<file path="src/rtl/fp_to_fix.sv">
// IEEE-754 single to signed 32-bit fixed-point converter (truncate toward zero, saturating).
// Four-state sequencer: IDLE -> DECODE -> SHIFT -> FINISH, one conversion every four cycles.
module fp_to_fix #(
   parameter int FRAC_BITS = 0
) (
   input  logic        clk,
   input  logic        reset,
   input  logic        start,
   input  logic [31:0] dataa,
   output logic [31:0] result,
   output logic        busy,
   output logic        done,
   output logic        overflow,
   output logic        invalid,
   output logic        inexact
);

   typedef enum logic [1:0] {IDLE, DECODE, SHIFT, FINISH} state_t;
   typedef enum logic [2:0] {C_ZERO, C_NAN, C_INF, C_UNF, C_OVF, C_NORM} cls_t;

   state_t state, state_nxt;

   logic [31:0]       op_q;
   logic signed [9:0] exp_q;
   cls_t              cls_q;
   logic [31:0]       mag_q;
   logic              lost_q;

   // ---------------- sequencer ----------------
   always_ff @(posedge clk) begin
      if (reset) state <= IDLE;
      else       state <= state_nxt;
   end

   always_comb begin
      state_nxt = state;
      busy      = 1'b1;
      case (state)
         IDLE: begin
            busy = 1'b0;
            if (start) state_nxt = DECODE;
         end
         DECODE:  state_nxt = SHIFT;
         SHIFT:   state_nxt = FINISH;
         FINISH:  state_nxt = IDLE;
         default: state_nxt = IDLE;
      endcase
   end

   // ---------------- decode ----------------
   logic [7:0]        e_f;
   logic [22:0]       m_f;
   logic signed [9:0] exp_d;
   cls_t              cls_d;

   always_comb begin
      e_f   = op_q[30:23];
      m_f   = op_q[22:0];
      exp_d = 10'({2'b00, e_f}) - 10'd127 + 10'(FRAC_BITS);
      if (e_f == 8'd0)           cls_d = C_ZERO;
      else if (e_f == 8'hFF)     cls_d = (m_f != 23'd0) ? C_NAN : C_INF;
      else if (exp_d < 10'sd0)   cls_d = C_UNF;
      else if (exp_d >= 10'sd31) cls_d = C_OVF;
      else                       cls_d = C_NORM;
   end

   // ---------------- shift ----------------
   // Only meaningful for C_NORM (0 <= E <= 30); other classes ignore mag/lost.
   logic [23:0] sig;
   logic [31:0] mag_d;
   logic        lost_d;
   logic [4:0]  rsh;
   logic [2:0]  lsh;

   always_comb begin
      sig    = {1'b1, op_q[22:0]};
      mag_d  = '0;
      lost_d = 1'b0;
      rsh    = '0;
      lsh    = '0;
      if (exp_q >= 10'sd23) begin
         lsh   = 3'(exp_q - 10'sd23);
         mag_d = {8'd0, sig} << lsh;
      end else begin
         rsh    = 5'(10'sd23 - exp_q);
         mag_d  = {8'd0, sig >> rsh};
         lost_d = |(sig & ~(24'hFFFFFF << rsh));
      end
   end

   // ---------------- finish ----------------
   logic [31:0] res_d;
   logic        ovf_d, inv_d, inx_d;
   logic        sgn;

   always_comb begin
      sgn   = op_q[31];
      res_d = '0;
      ovf_d = 1'b0;
      inv_d = 1'b0;
      inx_d = 1'b0;
      case (cls_q)
         C_ZERO: res_d = '0;
         C_NAN: begin
            res_d = 32'h7FFF_FFFF;
            inv_d = 1'b1;
         end
         C_UNF: inx_d = 1'b1;
         C_INF, C_OVF: begin
            res_d = sgn ? 32'h8000_0000 : 32'h7FFF_FFFF;
            // -2^31 exactly is representable, so it is not an overflow
            ovf_d = !(cls_q == C_OVF && sgn && exp_q == 10'sd31 && op_q[22:0] == 23'd0);
         end
         default: begin
            res_d = sgn ? -mag_q : mag_q;
            inx_d = lost_q;
         end
      endcase
   end

   // ---------------- datapath registers ----------------
   always_ff @(posedge clk) begin
      if (state == IDLE && start) op_q <= dataa;
      if (state == DECODE) begin
         exp_q <= exp_d;
         cls_q <= cls_d;
      end
      if (state == SHIFT) begin
         mag_q  <= mag_d;
         lost_q <= lost_d;
      end
   end

   always_ff @(posedge clk) begin
      if (reset) begin
         result   <= '0;
         done     <= 1'b0;
         overflow <= 1'b0;
         invalid  <= 1'b0;
         inexact  <= 1'b0;
      end else begin
         done <= 1'b0;
         if (state == FINISH) begin
            done     <= 1'b1;
            result   <= res_d;
            overflow <= ovf_d;
            invalid  <= inv_d;
            inexact  <= inx_d;
         end
      end
   end

endmodule

</file>
<file path="config.mk">
export PLATFORM = sky130hd
export DESIGN_NAME = fp_to_fix
export DESIGN_NICKNAME = d
export VERILOG_FILES = /design/src/rtl/fp_to_fix.sv
export SDC_FILE = /design/constraint.sdc
export NUM_CORES = 1
export LEC_CHECK = 0
export CAP_MARGIN = 5
export CELL_PAD_IN_SITES_DETAIL_PLACEMENT = 1
export CELL_PAD_IN_SITES_GLOBAL_PLACEMENT = 1
export CORE_MARGIN = 3
export CORE_UTILIZATION = 45
export CTS_CLUSTER_SIZE = 14
export DETAILED_ROUTE_END_ITERATION = 10
export GPL_TIMING_DRIVEN = 0
export PLACE_DENSITY = 0.86
export SYNTH_ARGS = -nofsm -noshare
export SYNTH_HDL_FRONTEND = slang
export SYNTH_SLANG_ARGS = --single-unit
</file>
<file path="constraint.sdc">
create_clock -name clk -period 3.7 [get_ports clk]
set_clock_uncertainty 0.05 [all_clocks]
set_input_delay 1.11 -clock clk [delete_from_list [all_inputs] [get_ports clk]]
set_output_delay 1.11 -clock clk [all_outputs]
set_load 0.005 [all_outputs]
</file>
==> reports/metrics.csv, run 1 <==
metric,value,unit
run_status,finished clean,
synthesis.area,0.00753,mm2
worst_slack,0.155,ns
grt_max_degree,34,
place_area,0.00850,mm2
synth_edf_count,76,
start_util,46.7,%
post-route-period-util,95.8,%
drt-total-wl,25600,um
die_width,135,um
grt_pass1_vias,7268,
cts_max_path_buffers,2,
final_core_util,56.4,%
place_ws,-0.667,ns
finalSetupTns,0,ns
drtIter0Drc,514,
io_buffers,70,
cp_slowest_cell,edfxtp_1,
die_h,135,um
cpPeakStageDelay,0.47,ns
power_per_cell_area,811,mW/mm2
dieArea,0.0183,mm2
yosys_warnings,0,
coreArea,0.0161,mm2
drive_above_1_share,10.5,%
fin_area,0.00909,mm2
gp_congestion,1.01,
grtUsageTotal,28.3,%
synth_cell_types,67,
antenna_found_initial,0,
layout_commonest_cell,nor2_1,
crit_path_cell_trace,clkbuf_4 -> clkbuf_4 -> buf_2 -> inv_1 -> ha_1 -> buf_2 -> buf_2 -> mux2i_1 -> mux2i_1 -> mux2i_1 -> o22ai_1,
internal_power,4.23,mW
final_nets,919,
crit_arrival,3.64,ns
clk_latency,0.42,ns
synth_ff_type,edfxtp_1,
dr.pass1.iters,5,
worst-path-max-fanout,10,
switching_share,42.6,%
cts_buffers,17,
power.total,7.37,mW
p_seq_share,29.5,%
synth_seq_cells,114,
period_needed,3.55,ns
p_leak,3.25,nW
startpoint_type,register,
setup_viol,0,
cts_max_level,4,
drc,0,
fin_hold_ws,0.425,ns
via_per_inst,6.36,
grt_pass1_wl,39900,um
synthArstFlopShare,0,%
synth-simple-area-share,17.0,%
synth_top_family_by_area,simple AND/OR/NAND/NOR gates,
cts_root_buf,clkbuf_16,
dp_cells,1065,
synth.area.top_cells,"edfxtp_1 (30%), dfxtp_1 (10%), mux2i_1 (8.2%)",
multi_input_area,0.00414,mm2
peakVddDrop,0.372,mV
synthXorXnorAreaFrac,3.26,%
dp_hpwl,18400,um
tightest_slew,0.785,ns
synth_fa_ha_area_share,2.96,%
rows,46,
regArea,0.00304,mm2
synth_compound_area_share,15.9,%
io_pins,72,
clk_pin_slew,0.06,ns
endpoint_kind,register,
p_switching,3.14,mW
antennaDiodeCount,0,
synthMuxAreaShare,15.9,%
cts_tree,yes,
cts_num_sinks,114,
max_freq,282,MHz
n_fill_cell,1843,
yosysSeqAreaShare,40.4,%
slew_headroom,47.3,%
synth_top_area_share,30.3,%
worstPathRequired,3.79,ns
synth_area_leader_cell,edfxtp_1,
grt_overflow,0,
fin_cells,1096,
drv_cap,0,
min_path_type,reg -> reg,
clockPowerShare,21.7,%
power_frac_comb,48.8,%
syn2layout_area_growth,20.7,%
drtAntennaViolNets,0,
crit_type,reg -> reg,
slew_violations,0,
syn_nets,831,
drt-wirelength-per-cell,23.3,um
vias,6966,
syn_area_per_cell,9.67,um2
hold_viol,0,
mostFrequentLayoutCells,"nor2_1 (86), edfxtp_1 (76), clkdlybuf4s50_1 (70), mux2i_1 (62), nand2_1 (59)",
syn_inst,779,
[final cells by class]
class | instances | share of cell area [%]
repair buffers | 70 | 7.71
flip-flops and latches | 114 | 33.5
plain buffers | 64 | 2.97
clock buffers | 18 | 4.72
multi-input cells | 575 | 45.6
well taps | 216 | 2.97
inverters | 25 | 1.07
clock inverters | 14 | 1.53
[power by group through the flow]
| stage | Combinational [mW] | Sequential (mW) | Clock, mW |
|---|---|---|---|
| floorplan | 2.40 | 2.05 | 0 |
| global placement | 3.39 | 2.15 | 0 |
| detailed placement | 3.45 | 2.18 | 0 |
| CTS | 3.52 | 2.16 | 1.61 |
| global route | 3.86 | 2.21 | 1.67 |
| finish | 3.59 | 2.18 | 1.60 |
[Yosys cell counts (9+ instances only)]
master    number
nor3_1        28
mux2i_1       62
nand3_1       11
nor4_1         9
clkbuf_1      51
a211oi_1      17
o22ai_1       18
dfxtp_1       38
nand2_1       59
a21oi_1       34
mux2_2         9
mux4_2        21
ha_1          17
o41ai_1       11
edfxtp_1      76
inv_1         22
o21ai_0       32
buf_1         10
xor2_1        18
xnor2_1       10
nor2_1        86
[per-layer routing]
layer	part of all wire, %	GRT usage, %	vias up	wire length [um]
met3	6.0	4.61	85	1540
met4	4.4	13.9	0	1120
met5	0	0	-	0
li1	-	-	3102	-
met2	50	48.8	321	12800
met1	39	34.4	3458	10100
[kinds of logic after synthesis]
logic type	count (synthesis)
and+or+nand+nor	261
AOI/OAI and AO/OA	176
DFF	114
muxes	92
buffers and inverters	90
xor gates and xnor gates	28
adders and majority gates	18
[flip-flops by register name, indices dropped and copies added, names as in the netlist]
name      count
done          1
cls_q         3
lost_q        1
exp_q         9
inexact       1
result       32
invalid       1
op_q         32
overflow      1
state         2
mag_q        31
[critical path: cells and delay by family (launching register included)]
family | cells | cell delay [ns]
compound gates | 1 | 0.13
fa+ha+maj | 1 | 0.38
buf+inv | 6 | 1.57
flops | 1 | 0.47
mux | 3 | 0.65
[path summary, 6_finish.rpt]
path | start | cells past startpoint | endpoint | slack (ns)
max | exp_q[1]$_DFFE_PN_ | 11 | mag_q[15]$_DFFE_PP_ | 0.15
min | overflow$_SDFFE_PP0P_ | 2 | overflow$_SDFFE_PP0P_ | 0.42
max reg2reg | exp_q[1]$_DFFE_PN_ | 11 | mag_q[15]$_DFFE_PP_ | 0.15
min reg2reg | overflow$_SDFFE_PP0P_ | 2 | overflow$_SDFFE_PP0P_ | 0.42
[what timing repair did]
item                                   4_1_cts  5_1_grt
buffers inserted                             0        0
gates resized for setup                      6       13
hold buffers                                 0        0
setup endpoints to repair                   28       16
endpoints found under the hold margin        0        0
Note: power is estimated with default switching activity, not from simulation.
==> run 2, diff against run 1 <==
--- a/config.mk
+++ b/config.mk
@@ -13,6 +13,7 @@
 export CTS_CLUSTER_SIZE = 14
 export DETAILED_ROUTE_END_ITERATION = 10
 export GPL_TIMING_DRIVEN = 0
+export HOLD_SLACK_MARGIN = 0.06
 export PLACE_DENSITY = 0.86
 export SYNTH_ARGS = -nofsm -noshare
 export SYNTH_HDL_FRONTEND = slang
==> results of run 2 <==
The final DEF is identical to that of run 1; final timing and power are the same.
==> run 3, diff against run 2 <==
--- a/config.mk
+++ b/config.mk
@@ -5,7 +5,6 @@
 export SDC_FILE = /design/constraint.sdc
 export NUM_CORES = 1
 export LEC_CHECK = 0
-export CAP_MARGIN = 5
 export CELL_PAD_IN_SITES_DETAIL_PLACEMENT = 1
 export CELL_PAD_IN_SITES_GLOBAL_PLACEMENT = 1
 export CORE_MARGIN = 3
==> results of run 3 <==
The final DEF is identical to that of run 1; final timing and power are the same.
